$ cat config.mk
export PLATFORM = sky130hd
export DESIGN_NAME = aes_rx
export DESIGN_NICKNAME = d
export VERILOG_FILES = /design/src/rtl/aes_rx.sv
export SDC_FILE = /design/constraint.sdc
export NUM_CORES = 1
export LEC_CHECK = 0
export ABC_AREA = 1
export BUFFER_PORTS_ARGS = -buffer_cell sky130_fd_sc_hd__buf_2
export CORE_MARGIN = 4
export CORE_UTILIZATION = 62
export DETAILED_ROUTE_END_ITERATION = 7
export PLACE_DENSITY = 0.85
export SYNTH_ARGS = -nofsm -noshare
export SYNTH_HDL_FRONTEND = slang
export SYNTH_SLANG_ARGS = --single-unit
$ cat constraint.sdc
create_clock -name clk -period 4.5 [get_ports clk]
set_clock_uncertainty 0.2 [all_clocks]
set_input_delay 0.225 -clock clk [delete_from_list [all_inputs] [get_ports clk]]
set_output_delay 0.225 -clock clk [all_outputs]
set_load 0.02 [all_outputs]
$ cat src/rtl/aes_rx.sv
// rtl/aes_rx.sv - byte-serial toggle-handshake receiver assembling 16-byte blocks into 128-bit FIFO words
module aes_rx #(
  parameter int TIMEOUT = 1024
) (
  input  logic         clk,
  input  logic         rst_n,
  input  logic         en,
  input  logic         shakehand,
  input  logic [7:0]   rx,
  input  logic         full,
  output logic [127:0] data,
  output logic         write,
  output logic         busy,
  output logic         frame_err,
  output logic         overflow
);

  localparam int TW = $clog2(TIMEOUT) + 1;
  localparam logic [TW-1:0] TMAX = TW'(TIMEOUT - 1);

  logic         s1, s2, s3;
  logic [7:0]   r1, r2;
  logic [3:0]   idx;
  logic [119:0] asm_reg;
  logic [TW-1:0] tmr;
  logic         tgl;

  // s3 only feeds edge detection; the byte level itself is read from s2
  assign tgl = s2 ^ s3;

  // Cross the strobe and byte bus into clk; runs regardless of en so no level is missed
  always_ff @(posedge clk or negedge rst_n) begin
    if (!rst_n) begin
      s1 <= 1'b1;
      s2 <= 1'b1;
      s3 <= 1'b1;
      r1 <= 8'h00;
      r2 <= 8'h00;
    end else begin
      s1 <= shakehand;
      s2 <= s1;
      s3 <= s2;
      r1 <= rx;
      r2 <= r1;
    end
  end

  // Byte assembly, parity resync, inactivity timeout and registered status pulses
  always_ff @(posedge clk or negedge rst_n) begin
    if (!rst_n) begin
      idx       <= 4'd0;
      asm_reg   <= '0;
      tmr       <= '0;
      data      <= '0;
      write     <= 1'b0;
      busy      <= 1'b0;
      frame_err <= 1'b0;
      overflow  <= 1'b0;
    end else begin
      write     <= 1'b0;
      frame_err <= 1'b0;
      overflow  <= 1'b0;
      if (en) begin
        if (tgl) begin
          tmr <= '0;
          if (s2 == idx[0]) begin
            if (idx != 4'd15) begin
              asm_reg <= {asm_reg[111:0], r2};
              idx     <= idx + 4'd1;
              busy    <= 1'b1;
            end else begin
              idx  <= 4'd0;
              busy <= 1'b0;
              if (!full) begin
                data  <= {asm_reg, r2};
                write <= 1'b1;
              end else begin
                overflow <= 1'b1;
              end
            end
          end else begin
            // Level disagrees with byte position: a low level can only start a block
            frame_err <= 1'b1;
            if (!s2) begin
              asm_reg <= {112'b0, r2};
              idx     <= 4'd1;
              busy    <= 1'b1;
            end else begin
              idx  <= 4'd0;
              busy <= 1'b0;
            end
          end
        end else if (idx == 4'd0) begin
          tmr <= '0;
        end else if (tmr == TMAX) begin
          idx       <= 4'd0;
          busy      <= 1'b0;
          tmr       <= '0;
          frame_err <= 1'b1;
        end else begin
          tmr <= tmr + TW'(1);
        end
      end
    end
  end

endmodule
==> impl_metrics.yaml <==
synth:
  yosys.area.top_type: "dfrtp_1"
  synth_mux_area_share_pct: 0
  netlist.area_leader.share_pct: 62.0
  synth_adder_area_share_pct: 0.329
  ys.flop_type: "dfrtp_1"
  synth_nets: 1250
  synthTopCellsByCount: "672 x nand2_1, 283 x dfrtp_1, 58 x o21ai_1"
  synth_cell_types: 27
  synth_top_family_by_area: "simple AND/OR/NAND/NOR gates"
  synthSimpleGateAreaFrac_pct: 24.4
  ys_ff_latch: 286
  synth_compound_area_share_pct: 7.55
  synth_xor_area_share_pct: 0.230
  synth-seq-area-share_pct: 62.7
  synth_cells: 1234
  yosys_warnings: 0
  synth_edf_count: 0
  synth_most_common_cell: "nand2_1"
  synth_area_leaders: "dfrtp_1 62%, nand2_1 22%, o21ai_2 4.0%, o21ai_1 2.5%, buf_6 1.9%"
  async_reset_ff_share_pct: 100
  syn_avg_cell_area_um2: 9.26
  synth_area_mm2: 0.0114
placement:
  placed_cells: 1550
  io_buffers: 144
  place.gp.congestion: 0.827
  hpwl_um: 14800
  placed_area_mm2: 0.0121
  post-place-ws_ns: 1.60
floorplanning:
  core_mm2: 0.0180
  ios: 145
  die_y_um: 144
  fp-row-count: 49
  start_util_pct: 63.4
  die_area_mm2: 0.0207
  die_w_um: 144
pwr:
  power.switching_mw: 1.23
  power_density_mw_per_mm2: 402
  power_frac_clock_pct: 41.8
  peakVddDrop_uv: 347
  power_mw: 5.25
  combPwrFrac_pct: 6.0
  power_frac_seq_pct: 52.2
  swShare_pct: 23.5
  intPower_mw: 4.02
  leakage_nw: 7.02
worst_setup_path:
  r2r-end: "asm_reg[102]"
  critPathKind: "reg2reg"
  startpoint: "idx[0]"
  critPathMaxFanout: 177
  worstPathCellList: "ha_1 > nand3_1 > inv_2 > a21boi_4 > nand2_8 > buf_4 > nand2_1 > o21ai_2"
  crit_path_top_delay_cell: "nand2_8"
  critPathBufInv: 2
  timing.rr.start: "idx[0]"
  cpPeakStageDelay_ns: 0.62
  worst_setup_path_start_kind: "register"
  crit_required_ns: 4.70
  crit_family: "simple AND/OR/NAND/NOR gates"
  end_kind: "register"
  worst-r2r-cell-count: 8
  worstPathArrival_ns: 3.18
  r2r_setup_slack_ns: 1.52
worst_hold_path:
  worstHoldPathCells: 2
  worstHoldStart: "rx[0]"
  holdCritPathClass: "in2reg"
  hold_end: "r1[0]"
route:
  wl_met1_um: 10500
  routedWlPerCell_um: 14.6
  wl_met3_um: 1330
  wl_met2_um: 11400
  first_pass_iters: 6
  wl_um: 23600
  viasPerCell: 5.23
  ant_nets: 0
  drt-initial-drc-count: 610
  top_layer: "met4"
  remaining_drc_errors: 0
  vias: 8430
clock_tree:
  numCtsBuffers: 28
  cts.clk_slew.worst_paths_ns: 0.06
  cts_tree: "built"
  cts_setup_buffers: 0
  htreeDepth: 1
  cts_num_sinks: 286
  clk_latency_ns: 0.52
  root_buffer: "clkbuf_16"
  cts_buffer_depth: 3
finish:
  final_cells: 1612
  fill_cells: 1319
  fin_util_pct: 72.5
  stdcell_area_mm2: 0.0131
  num_antenna_cells: 0
  largest_reg_flops: 128
  drive_gt1_share_pct: 18.9
  fin_nets: 1380
  area_delta_synth_final_pct: 14.5
global_routing:
  antenna_found_initial: 0
  grt_pass1_vias: 8067
  grt_max_degree: 178
  grt_overflow_total: 0
  grtUsageTotal_pct: 23.3
  grt_pass1_wl_um: 39400
sta:
  setup_slack_ns: 1.52
  worst_pin_slew_ns: 1.16
  min_period_over_period_pct: 66.2
  max_clock_freq_mhz: 336
  finalSetupViolCount: 0
  setup-tns-final_ns: 0
  drv_slew: 0
  period_needed_ns: 2.98
  grt_setup_unrepaired: "false"
  hold_slack_ns: 0.138
  final_hold_viol_count: 0
  slew_headroom_pct: 22.7
run_status:
  outcome: "finished, final reports clean"
run:
  drv_cap: 0
## placed cells by master, fill, tap and decap left out, drive strengths merged, types with 5 or more instances in the layout
cell	count
nand2	674
dfrtp	283
o21ai	116
buf	154
a21oi	9
clkinv	5
inv	19
nand3	26
nor2	23
clkbuf	43
dlygate4sd3	13
## per-layer routing
layer,up-vias,GRT usage [%]
met4,0,6.05
met2,240,37.8
li1,4104,-
met5,-,0
met1,4050,33.7
met3,36,3.16
## final cells by class
type / count / area (um^2) / area share (%)
Timing Repair Buffer: 167 / 948 / 7.25
Sequential cell: 286 / 7160 / 54.8
Tap cell: 229 / 287 / 2.19
Inverter: 19 / 76.3 / 0.584
Multi-Input combinational cell: 862 / 3730 / 28.5
Clock buffer: 43 / 838 / 6.41
Clock inverter: 6 / 32.5 / 0.249
## power by group through the flow
stage                     sequential, mW  clock [mW]  combinational (mW)
final                               2.74        2.20               0.315
after global routing                2.75        2.35               0.363
after CTS                           2.74        2.24               0.321
after detailed placement            2.78           0               0.311
after global placement              2.78           0               0.301
after floorplan                     2.76           0               0.231
## logic make-up after synthesis
| group | Yosys count |
|---|---|
| AOI/OAI and AO/OA | 129 |
| xor gates and xnor gates | 3 |
| adders and majority gates | 3 |
| buffers and inverters | 86 |
| DFF | 286 |
| and+or+nand+nor | 727 |
## how the worst max path moves through the flow
stage | endpoint | cells past startpoint
3_3_place_gp | asm_reg[10] | 8
5_1_grt | overflow | 8
3_5_place_dp | asm_reg[10] | 8
6_report | asm_reg[102] | 8
4_1_cts | overflow | 8
2_1_floorplan | asm_reg[18] | 9
## timing repair
| action | 4_1_cts | 5_1_grt |
|---|---|---|
| gates resized for setup | 0 | 0 |
| hold endpoints to repair | 143 | 0 |
| hold buffers | 13 | 0 |
(Power assumes the default switching activity.)
